File: src/rtl/gcdlcm_n.sv
// gcd/lcm unit for W-bit unsigned operands: binary GCD, then optional divide + shift-add multiply for lcm.
// Define GCDLCM_LCM_EN to build the divider/multiplier and honour mode; otherwise every request computes gcd.
module gcdlcm_n #(
    parameter int W = 32
) (
    input  logic           clk,
    input  logic           rst_n,
    input  logic           start,
    input  logic           mode,
    input  logic [W-1:0]   ina,
    input  logic [W-1:0]   inb,
    output logic [2*W-1:0] result,
    output logic           ready_n,
    output logic           busy,
    output logic           err
);

    localparam int KW = $clog2(W);

    typedef enum logic [2:0] {
        IDLE, ALIGN, ODD, REDUCE, DONE
`ifdef GCDLCM_LCM_EN
        , DIV, MUL
`endif
    } state_t;

    state_t        state_reg, state_next;
    logic [W-1:0]  a_reg, a_next;
    logic [W-1:0]  b_reg, b_next;
    logic [W-1:0]  a0_reg, a0_next;
    logic [W-1:0]  b0_reg, b0_next;
    logic [W-1:0]  g_reg, g_next;
    logic [KW-1:0] k_reg, k_next;
    logic          err_reg, err_next;
    logic          ready_n_reg, ready_n_next;
    logic          busy_reg, busy_next;
    logic [W:0]    diff;
    logic          accept;

`ifdef GCDLCM_LCM_EN
    logic [2*W-1:0] result_reg, result_next;
    logic           mode_reg, mode_next;
    logic [W-1:0]   rem_reg, rem_next;
    logic [W-1:0]   q_reg, q_next;
    logic [2*W-1:0] acc_reg, acc_next;
    logic [2*W-1:0] mcand_reg, mcand_next;
    logic [KW-1:0]  cnt_reg, cnt_next;
    logic [W:0]     rem_sh;
    logic           rem_ge;
    logic [W-1:0]   rem_sub;

    assign result  = result_reg;
    assign rem_sh  = {rem_reg, q_reg[W-1]};
    assign rem_ge  = (rem_sh >= {1'b0, g_reg});
    // When rem_sh >= g the difference is below g, so W bits hold it.
    assign rem_sub = rem_sh[W-1:0] - g_reg;
`else
    logic [W-1:0] result_reg, result_next;
    logic         unused_mode;

    assign result      = {{W{1'b0}}, result_reg};
    assign unused_mode = mode;
`endif

    assign ready_n = ready_n_reg;
    assign busy    = busy_reg;
    assign err     = err_reg;

    // W+1 bit subtract: the top bit is the a<b flag.
    assign diff   = {1'b0, a_reg} - {1'b0, b_reg};
    assign accept = start && !busy_reg && (state_reg == IDLE || state_reg == DONE);

    always_comb begin
        state_next   = state_reg;
        a_next       = a_reg;
        b_next       = b_reg;
        a0_next      = a0_reg;
        b0_next      = b0_reg;
        g_next       = g_reg;
        k_next       = k_reg;
        err_next     = err_reg;
        ready_n_next = ready_n_reg;
        busy_next    = busy_reg;
        result_next  = result_reg;
`ifdef GCDLCM_LCM_EN
        mode_next    = mode_reg;
        rem_next     = rem_reg;
        q_next       = q_reg;
        acc_next     = acc_reg;
        mcand_next   = mcand_reg;
        cnt_next     = cnt_reg;
`endif

        case (state_reg)
            ALIGN: begin
                if (!a_reg[0] && !b_reg[0]) begin
                    a_next = a_reg >> 1;
                    b_next = b_reg >> 1;
                    k_next = k_reg + KW'(1);
                end else begin
                    state_next = ODD;
                end
            end
            ODD: begin
                if (!a_reg[0]) a_next = a_reg >> 1;
                else           state_next = REDUCE;
            end
            REDUCE: begin
                if (b_reg == '0) begin
                    g_next = a_reg << k_reg;
`ifdef GCDLCM_LCM_EN
                    if (mode_reg) begin
                        state_next = DIV;
                        rem_next   = '0;
                        q_next     = a0_reg;
                        cnt_next   = '0;
                    end else begin
                        state_next = DONE;
                    end
`else
                    state_next = DONE;
`endif
                end else if (!b_reg[0]) begin
                    b_next = b_reg >> 1;
                end else if (diff[W]) begin
                    b_next = b_reg - a_reg;
                end else begin
                    a_next = b_reg;
                    b_next = diff[W-1:0];
                end
            end
`ifdef GCDLCM_LCM_EN
            DIV: begin
                // q_reg doubles as the dividend shift register; quotient bits enter at the bottom.
                rem_next = rem_ge ? rem_sub : rem_sh[W-1:0];
                q_next   = {q_reg[W-2:0], rem_ge};
                cnt_next = cnt_reg + KW'(1);
                if (cnt_reg == KW'(W - 1)) begin
                    state_next = MUL;
                    cnt_next   = '0;
                    acc_next   = '0;
                    mcand_next = {{W{1'b0}}, b0_reg};
                end
            end
            MUL: begin
                if (q_reg[0]) acc_next = acc_reg + mcand_reg;
                mcand_next = mcand_reg << 1;
                q_next     = q_reg >> 1;
                cnt_next   = cnt_reg + KW'(1);
                if (cnt_reg == KW'(W - 1)) begin
                    state_next = DONE;
                    cnt_next   = '0;
                end
            end
`endif
            DONE: begin
                // busy still high means this is the first DONE cycle: publish the result.
                if (busy_reg) begin
                    busy_next    = 1'b0;
                    ready_n_next = 1'b0;
`ifdef GCDLCM_LCM_EN
                    if (err_reg)
                        result_next = mode_reg ? '0 : {{W{1'b0}}, a0_reg | b0_reg};
                    else
                        result_next = mode_reg ? acc_reg : {{W{1'b0}}, g_reg};
`else
                    result_next = err_reg ? (a0_reg | b0_reg) : g_reg;
`endif
                end
            end
            default: ;
        endcase

        if (accept) begin
            a0_next      = ina;
            b0_next      = inb;
            a_next       = ina;
            b_next       = inb;
            k_next       = '0;
            ready_n_next = 1'b1;
            busy_next    = 1'b1;
`ifdef GCDLCM_LCM_EN
            mode_next    = mode;
            cnt_next     = '0;
`endif
            if (ina == '0 || inb == '0) begin
                err_next   = 1'b1;
                state_next = DONE;
            end else begin
                err_next   = 1'b0;
                state_next = ALIGN;
            end
        end
    end

    always_ff @(posedge clk or negedge rst_n) begin
        if (!rst_n) begin
            state_reg   <= IDLE;
            a_reg       <= '0;
            b_reg       <= '0;
            a0_reg      <= '0;
            b0_reg      <= '0;
            g_reg       <= '0;
            k_reg       <= '0;
            err_reg     <= 1'b0;
            ready_n_reg <= 1'b1;
            busy_reg    <= 1'b0;
            result_reg  <= '0;
`ifdef GCDLCM_LCM_EN
            mode_reg    <= 1'b0;
            rem_reg     <= '0;
            q_reg       <= '0;
            acc_reg     <= '0;
            mcand_reg   <= '0;
            cnt_reg     <= '0;
`endif
        end else begin
            state_reg   <= state_next;
            a_reg       <= a_next;
            b_reg       <= b_next;
            a0_reg      <= a0_next;
            b0_reg      <= b0_next;
            g_reg       <= g_next;
            k_reg       <= k_next;
            err_reg     <= err_next;
            ready_n_reg <= ready_n_next;
            busy_reg    <= busy_next;
            result_reg  <= result_next;
`ifdef GCDLCM_LCM_EN
            mode_reg    <= mode_next;
            rem_reg     <= rem_next;
            q_reg       <= q_next;
            acc_reg     <= acc_next;
            mcand_reg   <= mcand_next;
            cnt_reg     <= cnt_next;
`endif
        end
    end

endmodule

File: config.mk
export PLATFORM = sky130hd
export DESIGN_NAME = gcdlcm_n
export DESIGN_NICKNAME = d
export VERILOG_FILES = /design/src/rtl/gcdlcm_n.sv
export SDC_FILE = /design/constraint.sdc
export NUM_CORES = 1
export LEC_CHECK = 0
export BUFFER_PORTS_ARGS = -buffer_cell sky130_fd_sc_hd__buf_2
export CAP_MARGIN = 20
export CORE_UTILIZATION = 61
export DETAILED_ROUTE_END_ITERATION = 16
export GPL_TIMING_DRIVEN = 1
export MAX_ROUTING_LAYER = met4
export PLACE_DENSITY = 0.82
export SLEW_MARGIN = 20
export SYNTH_ARGS = -nofsm -noshare
export SYNTH_HDL_FRONTEND = slang
export SYNTH_SLANG_ARGS = --single-unit
export TNS_END_PERCENT = 30
File: constraint.sdc
create_clock -name clk -period 3.8 [get_ports clk]
set_input_delay 0.57 -clock clk [delete_from_list [all_inputs] [get_ports clk]]
set_output_delay 0.57 -clock clk [all_outputs]
set_load 0.03 [all_outputs]
# --- Word level (Yosys, flattened, before mapping) ---
# Cells that the tools add are included.
# W data, S select, Z words.
op_classes:
  addsub: 3
  eq_ne: 12
  n_shift: 1
  mux: 29
  bitwise: 1
  n_reduce_logical: 26
op_table:
  columns: ["operator", "n"]
  rows:
  - ["$mux W32", 12]
  - ["$logic_not A32 Y1", 3]
  - ["$pmux W32 S3", 1]
  - ["$pmux W32 S2", 1]
  - ["$sub A32 B32 Y33", 1]
  - ["$or A32 B32 Y32", 1]
  - ["$shl A32 B5 Y32", 1]
  - ["$sub A32 B32 Y32", 1]
  - ["$ne A3 B3 Y1 const B", 8]
  - ["$mux W3", 5]
  - ["$mux W5", 3]
  - ["$pmux W3 S3", 1]
  - ["$reduce_and A2 Y1", 4]
  - ["$reduce_bool A2 Y1", 4]
  - ["$eq A3 B2 Y1 const B", 2]
  - ["$mux W1", 6]
  - ["$reduce_and A6 Y1", 1]
  - ["$add A5 B1 Y5 const B", 1]
  - ["$reduce_and A5 Y1", 1]
  - ["$reduce_and A4 Y1", 1]
  - ["$reduce_bool A4 Y1", 1]
  - ["$eq A3 B1 Y1 const B", 1]
  - ["$eq A3 B3 Y1 const B", 1]
  - ["$logic_and A1 B1 Y1", 3]
  - ["5 further kinds", 8]
totals:
  register_bits: 203
  input_bits: 68
  out_inout_bits: 67
  wordCells: 84

# --- Depth between registers and ports, before layout ---
# Gate-level depths: netlist (run 1).
depth:
  word_depth: 6
  ltp_mapped: 13
  depth_no_buf: 10

# --- Least setup slack after synthesis (run 1) ---
# No wires, ideal clock.
synth_timing:
  kind: "register to register"
  startpoint: "register a_reg[13]"
  endpoint: "register b_reg[16]"
  setup_time_ns: 0.120
  arrival_ns: 3.003
  required_ns: 3.680
  path_slack_ns: 0.678
  stages_incl_launch_ff: 12
  n_path_buf: 1
  period_less_slack_ns: 3.122
  cell_sequence: "dfrtp_1 > inv_1 > ha_1 > buf_4 > nand4_1 > o221ai_1 > a221o_1 > a222oi_1 > and2_2 > mux2_2 > a2111o_1 > and3_1"
synth_via:
  elab_chain_cells: 6
  elab_cells_between_ends: 7
  cone_classes: "add/sub (2); mux (5)"
synth_rtl:
  columns: ["element", "line", "rtl"]
  rows:
  - ["start, declared", "28", "logic [W-1:0] a_reg, a_next;"]
  - ["start signal, assigned", "219", "a_reg <= a_next;"]
  - ["$sub A32 B32 Y33 or $sub A32 B32 Y32 (tied branches)", "70, 126", null]
  - ["$mux W32 (*)", "125", "end else if (diff[W]) begin"]
  - ["$mux W32 (*)", "123", "end else if (!b_reg[0]) begin"]
  - ["$mux W32 (*)", "109", "if (b_reg == '0) begin"]
  - ["$pmux W32 S2 (*)", "94", "case (state_reg)"]
  - ["$mux W32 (*)", "174", "if (accept) begin"]
  - ["end signal, assigned", "220", "b_reg <= b_next;"]
  - ["end, declared", "29", "logic [W-1:0] b_reg, b_next;"]
# Mark *: on every way between the ends. The rest lies on a longest branch, timed or not. The select of a mux whose other input is x is not followed.
# A chain may end at the register's enable or synchronous reset.

# --- Final worst setup path (run 1) ---
layout_timing:
  startpoint: "register a_reg[1]"
  endpoint: "register a_reg[26]"
layout_via:
  elab_chain_cells: 3
layout_rtl:
  columns: ["element", "line", "rtl"]
  rows:
  - ["$sub A32 B32 Y33", "70", "assign diff = {1'b0, a_reg} - {1'b0, b_reg};"]
  - ["$ne A3 B3 Y1 (no source line)", null, null]
  - ["$reduce_and A6 Y1 (no source line)", null, null]
# Every way passes these cells.

==> results.json, run 1 <==
{
  "status": "finished clean",
  "synth.yosys.seq_area_share_pct": 35.6,
  "cts_setup_buffers": 0,
  "drtIter0Drc": 1800,
  "fin_ws_ns": 0.183,
  "power_density_mw_per_mm2": 290,
  "r2r_start": "a_reg[1]",
  "p_sw_mw": 1.01,
  "cp_top_family": "simple AND/OR/NAND/NOR gates",
  "ys_types": 74,
  "clkLatencyLatePin_ns": 0.50,
  "pwr-share-comb_pct": 3.5,
  "internal_power_mw": 3.58,
  "hold_buffers": 0,
  "slowest_stage": "dfrtp_1",
  "cts.repair.resized": 0,
  "worstSetupEndpointType": "flip-flop",
  "worstPathBufferInverterCount": 3,
  "clkPwrFrac_pct": 49.4,
  "tightest_slew_ns": 0.955,
  "hold_violations": 0,
  "async_reset_ff_share_pct": 100,
  "antenna_found_initial": 0,
  "io_pins": 135,
  "crit_path_max_incr_delay_ns": 0.52,
  "clock_skew_ns": 0.0117,
  "period_needed_ns": 3.62,
  "drive_above_1_share_pct": 13.4,
  "post-route-util_pct": 69.5,
  "initial_utilization_pct": 62.7,
  "fp.dieH_um": 155,
  "synth-edff-count": 0,
  "drv_cap": 0,
  "portBuffers": 101,
  "cts_root_buf": "clkbuf_16",
  "switching_share_pct": 22.0,
  "wirelength_mm": 45.9,
  "core_area_mm2": 0.0228,
  "p_leak_nw": 7.87,
  "cts.sinks": 203,
  "cts_buffer_depth": 3,
  "slew_violations": 0,
  "slew_headroom_pct": 36.4,
  "vias_per_cell": 6.43,
  "grt_max_degree": 129,
  "mostFrequentLayoutCells": "nand2_1 (376), dfrtp_1 (200), o21ai_0 (167)",
  "fin_crit_sh_pct": 95.2,
  "postSynthAreaPerCell_um2": 8.16,
  "clk_pin_slew_ns": 0.07,
  "syn2layout_area_growth_pct": 10.9,
  "crit_path_frequent_cell": "buf_4",
  "globalRouteTotalUtil_pct": 39.5,
  "htreeDepth": 1,
  "yosys_register_bits": 203,
  "reg2reg_to": "a_reg[26]",
  "num_rows": 55,
  "ant_nets": 0,
  "wl_per_cell_um": 21.5,
  "drc_errors": 0,
  "ir_worst_vdd_v": 0.000283,
  "worstRegToRegCells": 12,
  "final.setup.tns_ns": 0,
  "final_common_cell": "nand2_1",
  "cts_buffers": 21,
  "path_class": "reg2reg",
  "hold_path.class": "in2async",
  "num_vias": 13700,
  "hpwl_mm": 34.5,
  "yosysWarnings": 0,
  "n_antenna_cell": 0,
  "rsz0062_at_grt": "false",
  "gr-total-overflow": 0,
  "setup_viol": 0,
  "required_ns": 4.21,
  "critical_path_peak_fanout": 15,
  "fin_nets": 1942,
  "dieArea_mm2": 0.0240,
  "fmax_mhz": 276,
  "grt_pass1_vias": 12900,
  "first_pass_iters": 8,
  "start_kind": "flip-flop",
  "grt_first_pass_wirelength_mm": 71.5,
  "die_w_um": 155,
  "synthCells": 1748,
  "ys.flop_type": "dfrtp_1",
  "routabilityCongestion": 1.01,
  "seqPwrFrac_pct": 47.1,
  "cts_tree": "yes",
  "synth.cell_area_mm2": 0.0143,
  "regToRegSetupSlack_ns": 0.18,
  "worstPathCellList": "inv_1, fa_1, nand3b_1, a21bo_2, a21oi_2, a222oi_1, buf_4, nand2_1, a31oi_1, nor2_4, buf_4, mux2i_1",
  "arrival_ns": 4.02,
  "dp_slack_ns": 0.264
}
[routing by layer]
layer	global-route usage, %	share of wire [%]	vias up
li1	-	-	6277
met2	59.2	44	808
met4	13.5	3.9	0
met1	55.2	43	6513
met3	5.35	9.5	134
met5	-	0	-
[power by group through the flow]
| stage | sequential [mW] | combinational, mW | clock (mW) |
|---|---|---|---|
| 2_1_floorplan | 2.20 | 0.0709 | 0 |
| 3_3_place_gp | 2.20 | 0.157 | 0 |
| 3_5_place_dp | 2.20 | 0.156 | 0 |
| 4_1_cts | 2.16 | 0.156 | 2.27 |
| 5_1_grt | 2.16 | 0.170 | 2.35 |
| 6_report | 2.16 | 0.159 | 2.26 |
[kinds of logic after synthesis]
logic type / synth area share (%)
DFF: 35.6
and+or+nand+nor: 18.6
muxes: 8.18
other: 0.0263
xor gates and xnor gates: 1.90
adders and majority gates: 5.72
AOI/OAI and AO/OA: 22.8
buffers and inverters: 7.13
[cells in the mapped netlist, drive strengths merged (5+ instances only)]
cell type	instances	area, um^2
or2	8	50.1
nand2	376	1410
inv	72	270
o31ai	10	75.1
o21bai	7	52.6
nor4	25	156
mux4	13	293
a222oi	24	240
and2	13	82.6
buf	65	409
and3	8	50.1
a21oi	111	571
xor2	10	87.6
o21a	11	82.6
nor2b	15	93.8
o22a	5	43.8
mux2i	66	661
dfrtp	202	5050
o211ai	6	45.0
a221oi	5	43.8
xnor2	21	184
nand3	21	105
nor2	107	402
and4	6	52.6
a21o	29	218
a22oi	12	90.1
mux2	19	214
ha	62	776
a31oi	15	93.8
nand4	19	119
o211a	11	110
clkbuf	89	334
o21ai	170	851
nor3	13	65.1
a211oi	21	158
o2111ai	27	236
[worst max-delay path by stage]
stage / from / endpoint / slack (ns) / depth (start not counted)
2_1_floorplan: a_reg[13] / b_reg[16] / 0.68 / 11
3_3_place_gp: b_reg[19] / a_reg[29] / 0.32 / 10
3_5_place_dp: b_reg[19] / a_reg[26] / 0.26 / 10
4_1_cts: a_reg[17] / a_reg[26] / 0.22 / 11
5_1_grt: a_reg[1] / a_reg[26] / 0.06 / 12
6_report: a_reg[1] / a_reg[26] / 0.18 / 12
[final cells by class]
class                   count  area, um^2
inverters                  73         274
clock buffers              28         602
multi-input cells        1349        8320
clock inverters             9         153
fillers                  1828        6960
flip-flops and latches    203        5080
repair buffers            162         997
well taps                 313         392
[through the flow]
| step | hold slack, ns | cell area [um^2] | cells | total power, mW |
|---|---|---|---|---|
| 2_1_floorplan | 0.274 | 14400 | 1779 | 2.27 |
| 3_3_place_gp | 0.444 | 15100 | 2099 | 2.36 |
| 3_5_place_dp | 0.453 | 15100 | 2099 | 2.36 |
| 4_1_cts | 0.133 | 15800 | 2136 | 4.59 |
| 5_1_grt | 0.166 | 15800 | 2137 | 4.68 |
| 6_report | 0.118 | 15800 | 2137 | 4.58 |
(Power assumes the default switching activity.)
==> inputs of run 2 (changes only) <==
Settings changed: CORE_UTILIZATION 61 to 57, PLACE_DENSITY 0.82 to 0.77.
==> run 2 against run 1 <==
Setup slack improved by 0.040 ns. First-iteration DRC count decreased by 0.89%. Global-route usage decreased by 3.0 points. Critical path depth unchanged. Highest routed layer unchanged. Clock power about the same.
==> results.json, run 2 (same netlist as run 1, synthesis figures left out) <==
{
  "status": "finished clean",
  "ant_nets": 0,
  "cts_setup_buffers": 0,
  "clk_pin_slew_ns": 0.06,
  "num_vias": 13500,
  "slew_headroom_pct": 30.5,
  "drc_errors": 0,
  "fp.dieH_um": 160,
  "clkLatencyLatePin_ns": 0.51,
  "syn2layout_area_growth_pct": 11.1,
  "cts_tree": "yes",
  "hold_buffers": 0,
  "cts_buffers": 23,
  "grt_pass1_vias": 12800,
  "worstPathBufferInverterCount": 3,
  "met2_usage_pct": 53.4,
  "dieArea_mm2": 0.0257,
  "wirelength_mm": 45.4,
  "arrival_ns": 3.97,
  "globalRouteTotalUtil_pct": 36.6,
  "final_common_cell": "nand2_1",
  "dp_slack_ns": 0.221,
  "vias_per_cell": 6.27,
  "final.setup.tns_ns": 0,
  "num_rows": 57,
  "die_w_um": 160,
  "initial_utilization_pct": 58.3,
  "mostFrequentLayoutCells": "nand2_1 (376), dfrtp_1 (200), o21ai_0 (167)",
  "routabilityCongestion": 0.989,
  "met1_usage_pct": 52.3,
  "clock_skew_ns": 0.0164,
  "fillers": 2117,
  "fmax_mhz": 280,
  "ir_worst_vdd_v": 0.000315,
  "critical_path_peak_fanout": 10,
  "drv_cap": 0,
  "fin_crit_sh_pct": 94.1,
  "p_leak_nw": 7.89,
  "cp_top_family": "compound AO/OA/AOI/OAI gates",
  "start_kind": "flip-flop",
  "hold_path.class": "in2async",
  "grt.met3_usage_pct": 4.47,
  "p_total_mw": 4.56,
  "path_class": "reg2reg",
  "crit_path_frequent_cell": "buf_4",
  "drtIter0Drc": 1784,
  "core_area_mm2": 0.0245,
  "grt_max_degree": 129,
  "cts.repair.resized": 0,
  "rsz0062_at_grt": "false",
  "cts.sinks": 203,
  "hold_violations": 0,
  "fin_ws_ns": 0.223,
  "period_needed_ns": 3.58,
  "hpwl_mm": 34.4,
  "first_pass_iters": 7,
  "worstPathCellList": "inv_1, ha_1, nand4_1, o221ai_1, a221o_1, a222oi_1, buf_4, nand2_1, a31oi_1, nor2_4, buf_4, mux2_1",
  "gr-total-overflow": 0,
  "wl_per_cell_um": 21.1,
  "setup_viol": 0,
  "htreeDepth": 1,
  "grt_first_pass_wirelength_mm": 72.0,
  "worstSetupEndpointType": "flip-flop",
  "slowest_stage": "ha_1",
  "antenna_found_initial": 1,
  "power_density_mw_per_mm2": 288,
  "fin_area_mm2": 0.0159,
  "fin_nets": 1945,
  "drive_above_1_share_pct": 13.4,
  "required_ns": 4.20,
  "crit_path_max_incr_delay_ns": 0.47,
  "dpl_cell_area_mm2": 0.0150,
  "portBuffers": 101,
  "gr-max-usage-layer": "met2",
  "io_pins": 135,
  "cts_buffer_depth": 3,
  "slew_violations": 0,
  "tightest_slew_ns": 1.04,
  "cts_root_buf": "clkbuf_16"
}
[run 2: where the power goes]
part / switching, mW / leakage, nW / internal (mW)
Combinational: 0.125 / 4.99 / 0.0312
Clock: 0.904 / 0.367 / 1.34
Sequential: 0 / 2.53 / 2.16
[run 2: path summary, 6_finish.rpt]
| kind | end | from | slack [ns] | cells after the start |
|---|---|---|---|---|
| worst max-delay path | a_reg[4] | a_reg[15] | 0.22 | 12 |
| worst min-delay path | b0_reg[3] | rst_n | 0.07 | 1 |
| worst max register to register | a_reg[4] | a_reg[15] | 0.22 | 12 |
| worst min register to register | ready_n | ready_n | 0.46 | 2 |
| max in group asynchronous | b_reg[22] | rst_n | 2.70 | 2 |
| min in group clk | b0_reg[1] | inb[1] | 0.32 | 3 |
[run 2: layer usage]
layer | vias up | wire length (um) | part of all wire, %
li1 | 6280 | - | -
met1 | 6458 | 19800 | 44
met2 | 671 | 20100 | 44
met3 | 106 | 3840 | 8.5
met4 | 0 | 1550 | 3.4
met5 | - | 0 | 0
[run 2: layout make-up]
| class | count | area, um^2 | area share (%) |
|---|---|---|---|
| Tap cell | 324 | 405 | 2.56 |
| Antenna cell | 1 | 2.50 | 0.0158 |
| Clock inverter | 8 | 105 | 0.663 |
| Inverter | 73 | 274 | 1.73 |
| Timing Repair Buffer | 163 | 1000 | 6.34 |
| Sequential cell | 203 | 5080 | 32.1 |
| Multi-Input combinational cell | 1349 | 8320 | 52.5 |
| Clock buffer | 34 | 657 | 4.14 |
[run 2: worst register-to-register path: stages (launching register included)]
cell and delay [ns]:
dfrtp_1 0.43, inv_1 0.10, ha_1 0.47, nand4_1 0.23, o221ai_1 0.18, a221o_1 0.38, a222oi_1 0.43, buf_4 0.20
nand2_1 0.11, a31oi_1 0.30, nor2_4 0.12, buf_4 0.21, mux2_1 0.32
[run 2: through the flow]
step,hold WS (ns),std cells,util (%)
floorplan,0.274,1779,-
finish,0.0741,2155,64.8
global route,0.122,2155,64.8
global placement,0.445,2106,61.5
detailed placement,0.447,2106,61.5
CTS,0.0958,2148,64.6
